### src/rtl/uart_rx2_pkg.sv
// Shared definitions for the UART pair: default clock rate, bit-period math, FSM states.
// Latency: n/a (declarations only).
// Backpressure: n/a.
package uart_rx2_pkg;

  localparam int CLK_FREQ_DEFAULT  = 12_000_000;
  localparam int UART_BAUD_DEFAULT = 9600;

  // Integer divide: any fractional remainder shows up as a small baud error.
  function automatic int clks_per_bit(input int clk_freq, input int baud);
    return clk_freq / baud;
  endfunction

  function automatic logic majority3(input logic a, input logic b, input logic c);
    return (a & b) | (a & c) | (b & c);
  endfunction

  typedef enum logic [2:0] {
    ST_IDLE  = 3'd0,
    ST_START = 3'd1,
    ST_DATA  = 3'd2,
    ST_STOP  = 3'd3,
    ST_BREAK = 3'd4
  } rx_state_t;

endpackage

### src/rtl/uart_rx2_sync.sv
// Two-flop synchroniser for an asynchronous single-bit line, reset value parameterised.
// Latency: 2 ICE_CLK cycles from line to line_s.
// Backpressure: none; free-running.
// Ports: ICE_CLK clock, RST_N async active-low reset, line raw input, line_s synchronised output.
module uart_rx2_sync #(
  parameter logic RST_VAL = 1'b1
) (
  input  logic ICE_CLK,
  input  logic RST_N,
  input  logic line,
  output logic line_s
);

  logic meta;

  always_ff @(posedge ICE_CLK or negedge RST_N) begin
    if (!RST_N) begin
      meta   <= RST_VAL;
      line_s <= RST_VAL;
    end else begin
      meta   <= line;
      line_s <= meta;
    end
  end

endmodule

### src/rtl/uart_rx2.sv
// 8N1 UART receiver: synchronise, validate start, 3-sample majority vote per bit, check stop.
// Latency: RX_DV rises 2 + 9*CLKS_PER_BIT + MID + 1 cycles after the line's start edge.
// Backpressure: none; RX_BYTE is overwritten by the next good frame whether or not it was consumed.
// Ports: ICE_CLK clock, RST_N async active-low reset, UART_RX raw serial line (idle high),
//        RX_BYTE last good byte, RX_DV 1-cycle byte strobe, FRAME_ERR 1-cycle bad-stop strobe,
//        BUSY high while a frame is being received (or while a break holds the line low).
module uart_rx2
  import uart_rx2_pkg::*;
#(
  parameter int CLK_FREQ  = CLK_FREQ_DEFAULT,
  parameter int UART_BAUD = UART_BAUD_DEFAULT
) (
  input  logic       ICE_CLK,
  input  logic       RST_N,
  input  logic       UART_RX,
  output logic [7:0] RX_BYTE,
  output logic       RX_DV,
  output logic       FRAME_ERR,
  output logic       BUSY
);

  localparam int CLKS_PER_BIT = clks_per_bit(CLK_FREQ, UART_BAUD);
  localparam int MID          = CLKS_PER_BIT / 2;
  localparam int CNT_W        = (CLKS_PER_BIT > 1) ? $clog2(CLKS_PER_BIT) : 1;

  localparam logic [CNT_W-1:0] CNT_LAST = CNT_W'(CLKS_PER_BIT - 1);
  localparam logic [CNT_W-1:0] SAMP_A   = CNT_W'(MID - 1);
  localparam logic [CNT_W-1:0] SAMP_B   = CNT_W'(MID);
  localparam logic [CNT_W-1:0] SAMP_C   = CNT_W'(MID + 1);

  logic             rx_s;
  logic [1:0]       warm;
  logic             armed;
  rx_state_t        state, state_nxt;
  logic [CNT_W-1:0] clk_cnt, clk_cnt_nxt;
  logic [2:0]       bit_idx, bit_idx_nxt;
  logic [7:0]       shreg, shreg_nxt;
  logic [7:0]       byte_nxt;
  logic             dv_nxt, ferr_nxt;
  logic             samp_a, samp_b;
  logic             vote, vote_now;

  uart_rx2_sync #(.RST_VAL(1'b1)) u_sync (
    .ICE_CLK (ICE_CLK),
    .RST_N   (RST_N),
    .line    (UART_RX),
    .line_s  (rx_s)
  );

  // The synchroniser holds its reset value for two edges. warm marks when rx_s
  // reflects the real line; armed then requires one genuine high before any start
  // is accepted, so a line already low at reset release is not taken as a frame.
  always_ff @(posedge ICE_CLK or negedge RST_N) begin
    if (!RST_N) begin
      warm  <= 2'b00;
      armed <= 1'b0;
    end else begin
      warm  <= {warm[0], 1'b1};
      armed <= armed | (warm[1] & rx_s);
    end
  end

  // First two of the three votes are captured; the third is rx_s live at SAMP_C.
  always_ff @(posedge ICE_CLK or negedge RST_N) begin
    if (!RST_N) begin
      samp_a <= 1'b1;
      samp_b <= 1'b1;
    end else begin
      if (clk_cnt == SAMP_A) samp_a <= rx_s;
      if (clk_cnt == SAMP_B) samp_b <= rx_s;
    end
  end

  assign vote     = majority3(samp_a, samp_b, rx_s);
  assign vote_now = (clk_cnt == SAMP_C);

  always_ff @(posedge ICE_CLK or negedge RST_N) begin
    if (!RST_N) begin
      state     <= ST_IDLE;
      clk_cnt   <= '0;
      bit_idx   <= '0;
      shreg     <= 8'h00;
      RX_BYTE   <= 8'h00;
      RX_DV     <= 1'b0;
      FRAME_ERR <= 1'b0;
    end else begin
      state     <= state_nxt;
      clk_cnt   <= clk_cnt_nxt;
      bit_idx   <= bit_idx_nxt;
      shreg     <= shreg_nxt;
      RX_BYTE   <= byte_nxt;
      RX_DV     <= dv_nxt;
      FRAME_ERR <= ferr_nxt;
    end
  end

  // clk_cnt free-runs modulo CLKS_PER_BIT from the start detect, so every vote
  // after the start-bit vote lands exactly one bit period later, mid-bit.
  always_comb begin
    state_nxt   = state;
    clk_cnt_nxt = (clk_cnt == CNT_LAST) ? '0 : clk_cnt + CNT_W'(1);
    bit_idx_nxt = bit_idx;
    shreg_nxt   = shreg;
    byte_nxt    = RX_BYTE;
    dv_nxt      = 1'b0;
    ferr_nxt    = 1'b0;

    unique case (state)
      ST_IDLE: begin
        // The detect cycle itself counts as clk_cnt 0, hence the load of 1.
        clk_cnt_nxt = '0;
        if (armed && !rx_s) begin
          state_nxt   = ST_START;
          clk_cnt_nxt = CNT_W'(1);
        end
      end
      ST_START: begin
        if (vote_now) begin
          if (vote) begin
            state_nxt   = ST_IDLE;
            clk_cnt_nxt = '0;
          end else begin
            state_nxt   = ST_DATA;
            bit_idx_nxt = 3'd0;
          end
        end
      end
      ST_DATA: begin
        if (vote_now) begin
          shreg_nxt[bit_idx] = vote;
          bit_idx_nxt        = bit_idx + 3'd1;
          if (bit_idx == 3'd7) state_nxt = ST_STOP;
        end
      end
      ST_STOP: begin
        // Leaving at mid stop bit leaves half a bit of slack for a back-to-back start.
        if (vote_now) begin
          clk_cnt_nxt = '0;
          if (vote) begin
            byte_nxt  = shreg;
            dv_nxt    = 1'b1;
            state_nxt = ST_IDLE;
          end else begin
            ferr_nxt  = 1'b1;
            state_nxt = ST_BREAK;
          end
        end
      end
      ST_BREAK: begin
        clk_cnt_nxt = '0;
        if (rx_s) state_nxt = ST_IDLE;
      end
      default: begin
        state_nxt   = ST_IDLE;
        clk_cnt_nxt = '0;
      end
    endcase
  end

  assign BUSY = (state != ST_IDLE);

endmodule

### config.mk
export PLATFORM = sky130hd
export DESIGN_NAME = uart_rx2
export DESIGN_NICKNAME = d
export VERILOG_FILES = /design/src/rtl/uart_rx2_pkg.sv /design/src/rtl/uart_rx2_sync.sv /design/src/rtl/uart_rx2.sv
export SDC_FILE = /design/constraint.sdc
export NUM_CORES = 1
export LEC_CHECK = 0
export CAP_MARGIN = 40
export CORE_AREA = 2 2 62 64
export DETAILED_ROUTE_END_ITERATION = 8
export DIE_AREA = 0 0 64 66
export PLACE_DENSITY = 0.75
export SKIP_LAST_GASP = 1
export SYNTH_ARGS = -nofsm -noshare
export SYNTH_HDL_FRONTEND = slang
export SYNTH_HIERARCHICAL = 1
export SYNTH_SLANG_ARGS = --single-unit
export TNS_END_PERCENT = 30
### constraint.sdc
create_clock -name ICE_CLK -period 2.5 [get_ports ICE_CLK]
set_input_delay 0.375 -clock ICE_CLK [delete_from_list [all_inputs] [get_ports ICE_CLK]]
set_output_delay 0.375 -clock ICE_CLK [all_outputs]
set_load 0.01 [all_outputs]
==> metrics list <==
* Status: complete, no violations
* Pwr Total: 1390 uW
- The largest total area in the synthesized netlist belongs to sky130_fd_sc_hd__dfrtp_1.
* Biggest cell delay along the critical path: 0.44 ns
- Number of unique standard cell types used by synthesis: 43
* Residual overflow from global routing: 0
* Floorplan die width: 64 um
* Mapped cell area: 1940 sq um
- STA classifies the critical path startpoint as a flip-flop.
- Port buffering added 13 buffers.
- Share of synthesized registers carrying an async set or reset: 1.00
- Counting along the longest clock path gives a buffer depth of 2.
* Yosys warnings: 6
- Synthesis produced a netlist with a net count of 173.
* CTS resizes: 0
- Along the worst path, the maximum fanout reaches 8.
- The analysis attributes to cell leakage a power of 0.00101 uW.
- Fraction of layout cells with a size suffix above 1: 0.193
- The first global-routing pass estimated 5.98 mm of wire.
- Worst hold-check path type: flip-flop to flip-flop
- Start point of the worst min-delay path: warm[0]$_DFF_PN0_
- For this design, the sink count on the clock tree is 42.
* Biggest area contributors in the synthesized netlist: sky130_fd_sc_hd__dfrtp_1, sky130_fd_sc_hd__mux2_2, sky130_fd_sc_hd__dfstp_2
- Die boundary height: 66 um
- Counting instances, the worst hold path has a depth of 0.
* Via count of the first global-routing pass: 1294
- Clock root buffer master: sky130_fd_sc_hd__clkbuf_4
- Core utilization of the finished layout: 0.619
- The repair_antennas step left the layout with diodes totalling 0.
* Clock buffer count from CTS: 5
* Residual DRC: 0
* Number of placed cells counting well taps: 220
- Hold-critical path endpoint: warm[1]$_DFF_PN0_
- Setup repair after global routing left no endpoint under its margin.
* Cells along the critical path: inv_1 -> ha_1 -> nor3b_2 -> nand3_2 -> nor3_4 -> mux2_2
- Hold violation count in the final report: 0
* Fill cell instance count of the final layout: 287
* Half-perimeter wire length after placement: 2.46 mm
- Final-stage net count: 189
- Number of enable-type register cells in the synthesized netlist: 0
- Max-cap violations in this run came to 0.
* Most frequently used cell type in the post-synthesis netlist: sky130_fd_sc_hd__dfrtp_1
- Most instantiated flip-flop cell in the synthesis netlist: sky130_fd_sc_hd__dfrtp_1
- Maximum number of pins on one net before global-route repair: 26
* Post-detailed-routing wire length: 3.32 mm
* Final worst-path cycle share: 0.877
- Setup TNS after final layout: 0 ns
* Share of the synthesized area in the top cell type: 0.490
- Routability-driven placement finished with a final weighted congestion of 0.837.
- The critical path is of the flip-flop to flip-flop type.
- H-tree levels: 2
- Counting flops and latches in the post-synthesis netlist gives 42.
- Endpoint of the most critical register-to-register path: RX_BYTE[4]$_DFFE_PN0P_
- Timing would allow up to 456 MHz.
* Global-route usage over all layers: 0.187
- The clock reaches the later pin of the worst-skew pair after 0.36 ns.
- For this block, the via count after detailed routing is 1276.
* Core footprint: 3550 sq um
- Boundary pin count: 14
- The startpoint identified for the worst register-to-register timing path is clk_cnt[0]$_DFF_PN0_.
- STA classifies the critical path endpoint as a flip-flop.
- TritonCTS clock tree: yes
- VDD sags by at most 0.431 mV.
- Register-to-register setup slack: 0.31 ns
- After detailed routing, the average wire length per cell comes to 14.5 um.
- The initial utilization of the core area, before any placement, comes to 0.546.
- Req. time, crit path: 2.74 ns
- The number of antenna violations at the first check in global routing was 0.
- Layout Area Growth over Synthesis: 13.3%
- Once the clock tree was built, the setup fixing pass inserted 0 buffers.
* Clock-pin slew of the registers on the worst-case setup and hold paths: 0.11 ns
- Worst path arrival time: 2.44 ns
- The first TritonRoute pass finished after 4 iterations.
- Hold is met by 0.360 ns.
* Non-Filler Instances: 229
- DRC marker count from the first detailed-route iteration: 43
- Minimum clock period after layout: 2.19 ns
- The worst register-to-register path has a depth of 6.
- Setup violations remaining at the end of the flow were counted as 0.
- The count of nets left with antenna violations once routing finished came out at 0.
* Standard-cell row count: 22
- Full die area: 4220 sq um
- In this run the power density over the cells is 634 nW/um^2.
- The share of the Yosys chip area taken by registers is 0.545.
* Post-synth top cells: sky130_fd_sc_hd__dfrtp_1, sky130_fd_sc_hd__mux2_2, sky130_fd_sc_hd__nor2_1
- Master of the slowest instance on the critical path: sky130_fd_sc_hd__dfrtp_1
- In the routed layout, each cell is associated on average with a via count of 5.57.
* Synthesized area per cell: 11.8 sq um
* Max-slew violations: 0
- Across the routed clock network, the largest skew measured is 0.00696 ns.
- Cells after Synth: 164
## through the flow
step / cell area (sq um) / setup WS [ns]
after floorplan: 1940 / 0.580
after global placement: 2100 / 0.440
after detailed placement: 2130 / 0.337
after CTS: 2200 / 0.306
after global routing: 2200 / 0.112
final: 2200 / 0.307
## final cells by class
cell class,instances,area (sq um),share of cell area
Timing Repair Buffer,16,170,0.0774
Inverter,5,18.8,0.00854
Clock buffer,7,55.1,0.0251
Tap cell,48,60.1,0.0273
Multi-Input combinational cell,110,832,0.379
Clock inverter,1,5.00,0.00228
Sequential cell,42,1060,0.481
## flip-flops by register name, indices dropped and copies added, names as in the netlist
signal / cells
warm: 2
shreg: 8
RX_DV: 1
RX_BYTE: 8
bit_idx: 3
samp_b: 1
u_sync/line_s: 1
armed: 1
FRAME_ERR: 1
state: 3
u_sync/meta: 1
clk_cnt: 11
samp_a: 1
## worst max-delay path, delay by kind of cell, from the launching register on
family,cells,cell delay (ns)
fa+ha+maj,1,0.15
buf+inv,1,0.11
flops,1,0.44
mux,1,0.39
simple gates,3,0.98
## placed cells by master (no fill, tap or decap), types with 2 or more instances in the layout
master	count
sky130_fd_sc_hd__xnor2_1	2
sky130_fd_sc_hd__ha_1	6
sky130_fd_sc_hd__clkbuf_4	5
sky130_fd_sc_hd__o21ai_0	2
sky130_fd_sc_hd__nor3_4	2
sky130_fd_sc_hd__dfstp_2	4
sky130_fd_sc_hd__nor4b_1	2
sky130_fd_sc_hd__nand3_1	5
sky130_fd_sc_hd__nor4_1	2
sky130_fd_sc_hd__a22o_1	2
sky130_fd_sc_hd__o21ai_1	2
sky130_fd_sc_hd__inv_1	5
sky130_fd_sc_hd__clkdlybuf4s50_1	12
sky130_fd_sc_hd__nand2_1	9
sky130_fd_sc_hd__nor2_1	15
sky130_fd_sc_hd__and3_1	3
sky130_fd_sc_hd__xor2_1	7
sky130_fd_sc_hd__nand2b_1	2
sky130_fd_sc_hd__dfrtp_1	38
sky130_fd_sc_hd__nor3_1	3
sky130_fd_sc_hd__and4_1	3
sky130_fd_sc_hd__nand4_1	6
sky130_fd_sc_hd__nand3b_1	2
sky130_fd_sc_hd__mux2_2	16
sky130_fd_sc_hd__a31oi_1	2
sky130_fd_sc_hd__mux2_1	2
## power breakdown
part	internal, uW	switching, uW	leakage (uW)
Combinational	97.9	120	0.000427
Sequential	739	91.9	0.000544
Clock	136	208	0.0000353
## metal layers
layer,routed length [um],part of all wire,global-route usage,up-vias
met2,1550,0.47,0.293,21
met5,0,0,0,-
met1,1600,0.48,0.236,630
met4,65,0.020,0.0897,0
li1,-,-,-,618
met3,100,0.030,0.0562,7
## repair_timing
item                                   in CTS  in global routing
hold buffers                                1                  0
endpoints found under the hold margin      13                  0
setup endpoints to repair                   0                  0
## how the worst max path moves through the flow
stage	startpoint	end	slack, ns	cells after the start
2_1_floorplan	clk_cnt[0]$_DFF_PN0_	RX_BYTE[0]$_DFFE_PN0P_	0.58	6
3_3_place_gp	clk_cnt[0]$_DFF_PN0_	RX_BYTE[3]$_DFFE_PN0P_	0.44	6
3_5_place_dp	clk_cnt[0]$_DFF_PN0_	RX_BYTE[4]$_DFFE_PN0P_	0.34	6
4_1_cts	clk_cnt[0]$_DFF_PN0_	RX_BYTE[4]$_DFFE_PN0P_	0.31	6
5_1_grt	clk_cnt[0]$_DFF_PN0_	shreg[2]$_DFFE_PN0P_	0.11	6
6_report	clk_cnt[0]$_DFF_PN0_	RX_BYTE[4]$_DFFE_PN0P_	0.31	6
## kinds of logic (layout without fill, tap and decap cells)
logic type	count (synthesis)	after routing	share of synthesized area
AOI/OAI and AO/OA	14	14	0.0497
xor gates and xnor gates	9	9	0.0406
adders and majority gates	7	7	0.0439
buffers and inverters	12	29	0.0264
DFF	42	42	0.545
muxes	18	18	0.105
other	1	1	0.00193
and+or+nand+nor	61	61	0.188
(Power assumes the default switching activity.)
